## src/rtl/loader_pkg.sv

```systemverilog
// Shared types and constants for the instruction-memory loader.
package loader_pkg;

    typedef enum logic [2:0] {
        HDR_LO,
        HDR_HI,
        DATA,
        CHECK,
        DONE,
        ERROR
    } loader_state_t;

    localparam int BYTES_PER_WORD = 4;
    localparam int CNT_W          = 16;

endpackage

```

## src/rtl/imem_loader_byte_packer.sv

```systemverilog
// Collects little-endian bytes into 32-bit words; word_valid pulses
// combinationally with the 4th byte so the word is usable on that same edge.
module byte_packer
    import loader_pkg::*;
(
    input  logic        clk,
    input  logic        reset,
    input  logic        clear,
    input  logic        byte_valid,
    input  logic [7:0]  byte_data,
    output logic        word_valid,
    output logic [31:0] word_data
);

    logic [1:0]  lane;
    logic [23:0] partial;

    always_ff @(posedge clk or negedge reset) begin
        if (!reset) begin
            lane    <= '0;
            partial <= '0;
        end else if (clear) begin
            lane    <= '0;
            partial <= '0;
        end else if (byte_valid) begin
            case (lane)
                2'd0:    partial[7:0]   <= byte_data;
                2'd1:    partial[15:8]  <= byte_data;
                2'd2:    partial[23:16] <= byte_data;
                default: partial        <= partial;
            endcase
            lane <= lane + 2'd1;
        end
    end

    assign word_valid = byte_valid && (lane == 2'(BYTES_PER_WORD - 1));
    assign word_data  = {byte_data, partial};

endmodule

```

## src/rtl/imem_loader.sv

```systemverilog
// Streams a length-prefixed, XOR-checksummed program image into instruction
// memory and keeps the core in reset until the image has been verified.
module imem_loader
    import loader_pkg::*;
#(
    parameter int IMEM_ADDR_W = 8,
    parameter int DATA_W      = 32
) (
    input  logic                   clk,
    input  logic                   reset,
    input  logic                   in_valid,
    input  logic [7:0]             in_data,
    output logic                   in_ready,
    input  logic                   reload,
    output logic                   imem_we,
    output logic [IMEM_ADDR_W-1:0] imem_addr,
    output logic [DATA_W-1:0]      imem_wdata,
    output logic                   core_reset,
    output logic                   done,
    output logic                   error
);

    localparam logic [31:0] DEPTH = 32'd1 << IMEM_ADDR_W;

    loader_state_t    state;
    logic [7:0]       cnt_lo;
    logic [CNT_W-1:0] word_total;
    logic [CNT_W-1:0] word_cnt;
    logic [7:0]       chk;

    logic             accept;
    logic             restart;
    logic [CNT_W-1:0] hdr_n;
    logic             word_valid;
    logic [31:0]      word_data;

    assign accept  = in_valid && in_ready;
    assign restart = reload && ((state == DONE) || (state == ERROR));
    assign hdr_n   = {in_data, cnt_lo};

    byte_packer u_packer (
        .clk        (clk),
        .reset      (reset),
        .clear      (restart),
        .byte_valid (accept && (state == DATA)),
        .byte_data  (in_data),
        .word_valid (word_valid),
        .word_data  (word_data)
    );

    // The write register is separate from the packer, so the byte accepted
    // during a write cycle already belongs to the next word.
    always_ff @(posedge clk or negedge reset) begin
        if (!reset) begin
            state      <= HDR_LO;
            in_ready   <= 1'b0;
            cnt_lo     <= '0;
            word_total <= '0;
            word_cnt   <= '0;
            chk        <= '0;
            imem_we    <= 1'b0;
            imem_addr  <= '0;
            imem_wdata <= '0;
            core_reset <= 1'b1;
            done       <= 1'b0;
            error      <= 1'b0;
        end else begin
            imem_we <= 1'b0;
            case (state)
                HDR_LO: begin
                    in_ready <= 1'b1;
                    if (accept) begin
                        cnt_lo <= in_data;
                        state  <= HDR_HI;
                    end
                end
                HDR_HI: begin
                    if (accept) begin
                        word_total <= hdr_n;
                        word_cnt   <= '0;
                        chk        <= '0;
                        if ({16'd0, hdr_n} > DEPTH) begin
                            state    <= ERROR;
                            error    <= 1'b1;
                            in_ready <= 1'b0;
                        end else if (hdr_n == '0) begin
                            state <= CHECK;
                        end else begin
                            state <= DATA;
                        end
                    end
                end
                DATA: begin
                    if (accept) begin
                        chk <= chk ^ in_data;
                        if (word_valid) begin
                            imem_we    <= 1'b1;
                            imem_addr  <= word_cnt[IMEM_ADDR_W-1:0];
                            imem_wdata <= word_data;
                            word_cnt   <= word_cnt + CNT_W'(1);
                            if (word_cnt + CNT_W'(1) == word_total) begin
                                state <= CHECK;
                            end
                        end
                    end
                end
                CHECK: begin
                    if (accept) begin
                        in_ready <= 1'b0;
                        if (in_data == chk) begin
                            state <= DONE;
                            done  <= 1'b1;
                        end else begin
                            state <= ERROR;
                            error <= 1'b1;
                        end
                    end
                end
                DONE, ERROR: begin
                    if (reload) begin
                        state      <= HDR_LO;
                        in_ready   <= 1'b1;
                        core_reset <= 1'b1;
                        done       <= 1'b0;
                        error      <= 1'b0;
                        chk        <= '0;
                        word_cnt   <= '0;
                        imem_addr  <= '0;
                    end else if (state == DONE) begin
                        core_reset <= 1'b0;
                    end
                end
                default: begin
                    state    <= HDR_LO;
                    in_ready <= 1'b0;
                end
            endcase
        end
    end

endmodule

```

## config.mk

```make
export PLATFORM = sky130hd
export DESIGN_NAME = imem_loader
export DESIGN_NICKNAME = d
export VERILOG_FILES = /design/src/rtl/loader_pkg.sv /design/src/rtl/imem_loader_byte_packer.sv /design/src/rtl/imem_loader.sv
export SDC_FILE = /design/constraint.sdc
export NUM_CORES = 1
export LEC_CHECK = 0
export ABC_CLOCK_PERIOD_IN_PS = 2000
export BUFFER_PORTS_ARGS = -buffer_cell sky130_fd_sc_hd__clkbuf_2
export CORE_MARGIN = 2
export CORE_UTILIZATION = 40
export CTS_CLUSTER_SIZE = 16
export DETAILED_ROUTE_END_ITERATION = 8
export HOLD_SLACK_MARGIN = 0.12
export PLACE_DENSITY = 0.6
export SYNTH_ARGS = -nofsm -noshare
export SYNTH_HDL_FRONTEND = slang
export SYNTH_SLANG_ARGS = --single-unit
```

## constraint.sdc

```tcl
create_clock -name clk -period 2 [get_ports clk]
set_input_delay 0 -clock clk [delete_from_list [all_inputs] [get_ports clk]]
set_output_delay 0 -clock clk [all_outputs]
set_load 0.02 [all_outputs]
```

==> flow_summary.ini <==
[worst_setup_path]
rr_endpoint = state[0]$_DFFE_PN0P_
worst_ep_required_time_ps = 2330
critical-path-slowest-cell = sky130_fd_sc_hd__dfrtp_2
worst-setup-path-type = reg -> reg
rrSetupSlack_ps = 90
critical_path.max_fanout = 3
crit_path_start_kind = register
timing.critical_path.cells = ha_4 > xor2_1 > a211oi_1 > o2111ai_1 > and4b_1 > nand4b_1 > a22oi_1
crit_path_max_incr_delay_ps = 440
rr_startpoint = word_cnt[0]$_DFFE_PN0P_
setup.worst_path.end_class = register
worst-endpoint-arrival_ps = 2240
reg2reg_depth = 7

[clock_network]
cts-htree-levels = 4
clkSlewWorstSetupHoldPaths_ps = 50
insertion_delay_ps = 410
cts_tree = yes
cts_buffers = 17
clockBufferDepth = 2
root_buffer = sky130_fd_sc_hd__clkbuf_16
cts.sinks = 122

[floorplanning]
design.core.area_um2 = 14400
initial_core_util_pct = 40.5
io-pin-count = 57
fp.dieArea_um2 = 15600
die_width_um = 125
die_y_um = 125
std_cell_rows = 44

[route]
detailroute.via_count = 4750
drtAntennaViolNets = 0
drc = 0
drt_iter0_markers = 379
route.detailed.wl_per_inst_um = 16.1
detail_route.first_pass.iterations = 7
wl_um = 14500
viasPerCell = 5.27

[sta]
finalHoldViolations = 0
unrepaired_setup_endpoints_after_global_routing = true
fin_crit_ps = 1910
timing.final.crit_share_pct = 95.7
timing.final.max_slew_violations = 0
clock-skew-final_ps = 15.7
hold-worst-slack_ps = 119
slew_headroom_pct = 52.9
tightestPinTransition_ps = 706
setup_viol_count_final = 0
highest_attainable_clock_frequency_ghz = 0.523

[flow_run]
max-cap-violations = 0

[placement]
detailed_placement_hpwl_um = 9850
io_buffer_count = 56
gp_congestion = 0.855

[finish]
most_common_cell_after_layout_fill_and_taps_aside = sky130_fd_sc_hd__nand2_1
antenna_cell_count = 0
most-common-layout-cells = sky130_fd_sc_hd__nand2_1 (171), sky130_fd_sc_hd__dfrtp_1 (114), sky130_fd_sc_hd__clkbuf_2 (55)
drive_above_1_share_pct = 25.5
area_growth_syn_to_layout_pct = 23.3
utilization_pct = 50.0
design.final.nets = 723

[synthesis]
synth_flop_cell = sky130_fd_sc_hd__dfrtp_1
yosys_register_bits = 122
gate_count_of_the_mapped_netlist = 620
postSynthNetCount = 637
synthArstFlopShare_pct = 100
synthDominantAreaCellType = sky130_fd_sc_hd__dfrtp_1
netlist_top_cells_area = sky130_fd_sc_hd__dfrtp_1 (52%), sky130_fd_sc_hd__nand2_1 (11%), sky130_fd_sc_hd__mux2_2 (4.6%)
ys_seq_area_share_pct = 52.2
yosysTopAreaCellShare_pct = 51.8
synth.avg_cell_area_um2 = 9.43
synthesis.area_um2 = 5850
yosys_warnings = 0
synth_cell_types = 57
synth_edf_count = 0

[global_route]
globalRouteOverflowTotal = 0
grt_pass1_wl_um = 24500
groute.usage.overall_pct = 19.6
largest_net_degree_at_the_start_of_global_routing = 55
first_global_vias = 4726
antenna_violations_before_repair = 0

[outcome]
result_of_the_run = complete, no violations

[power]
powerDensity_nw_per_um2 = 1030
vdd_drop_max_v = 0.000655
power.static_leakage_nw = 3.41

[min_path]
min-delay-path-class = in -> async
==> layout make-up <==
class / instances / area [um2]
fill: 1381 / 7210
inverter: 7 / 26.3
clock inverter: 11 / 97.6
tap: 184 / 230
clock buffer: 20 / 467
timing repair buffer: 109 / 728
multi-input combinational: 449 / 2600
sequential: 122 / 3060
==> cells in the mapped netlist (all sizes together), types with 8 or more instances <==
cell    instances
nand2         173
dfrtp         121
o21ai          48
nand3          41
a21oi          34
mux2           24
xnor2          24
buf            22
clkbuf         20
nor2           19
o31ai           8
==> registers in the layout, summed over array words and instances, names as in the netlist <==
register          flops
imem_wdata           32
u_packer.partial     24
word_cnt             16
word_total           16
chk                   8
cnt_lo                8
imem_addr             8
state                 3
u_packer.lane         2
core_reset            1
done                  1
error                 1
imem_we               1
in_ready              1
==> per-stage QoR <==
step | cell area, um2 | instances | setup WS [ps] | TNS [ps] | total power [W]
6_report | 7210 | 902 | 86.2 | 0 | 0.00745
5_1_grt | 7210 | 902 | -35.0 | -35.0 | 0.00782
4_1_cts | 7160 | 900 | 46.2 | 0 | 0.00748
3_5_place_dp | 6450 | 858 | -73.9 | -453 | 0.00457
3_3_place_gp | 6450 | 858 | -35.9 | -164 | 0.00453
2_1_floorplan | 5850 | 620 | 126 | 0 | 0.00409
==> kinds of logic after synthesis <==
logic type                 Yosys count  synth area share (%)
and+or+nand+nor                    283                  22.9
DFF                                122                  52.2
buffers and inverters               49                  4.30
muxes                               24                  4.62
adders and majority gates            5                  1.07
AOI/OAI and AO/OA                  106                  10.2
xor gates and xnor gates            31                  4.64
==> timing repair <==
action                                 in CTS  in global routing
setup endpoints to repair                  15                  6
pin swaps                                   1                  5
hold buffers                               11                  0
endpoints found under the hold margin     173                  0
buffers inserted                            0                  2
gates resized for setup                     6                 13
==> report_power, final <==
part / switching (W) / leakage (nW) / internal (W)
sequential: 0.000278 / 1.63 / 0.00279
clock: 0.00108 / 0.270 / 0.00179
combinational: 0.000797 / 1.51 / 0.000711
==> worst max-delay path by stage <==
stage	from	end	slack (ps)
floorplan	word_cnt[0]$_DFFE_PN0P_	state[0]$_DFFE_PN0P_	130
global placement	state[1]$_DFFE_PN0P_	word_cnt[3]$_DFFE_PN0P_	-40
detailed placement	state[1]$_DFFE_PN0P_	word_cnt[2]$_DFFE_PN0P_	-70
CTS	word_cnt[0]$_DFFE_PN0P_	state[0]$_DFFE_PN0P_	50
global route	word_cnt[0]$_DFFE_PN0P_	state[0]$_DFFE_PN0P_	-30
finish	word_cnt[0]$_DFFE_PN0P_	state[0]$_DFFE_PN0P_	90
==> routing by layer <==
layer,track usage (%),share of wire [%],up-vias
met5,0,0,-
met4,6.80,1.5,0
li1,-,-,2282
met1,26.4,47,2326
met3,4.94,3.9,21
met2,31.1,47,121
==> worst max-delay path, delay by kind of cell, from the launching register on <==
family / cells / cell delay, ps
fa+ha+maj: 1 / 250
simple gates: 2 / 440
compound gates: 3 / 540
flops: 1 / 440
xor+xnor: 1 / 150
Note: power is estimated with default switching activity, not from simulation.
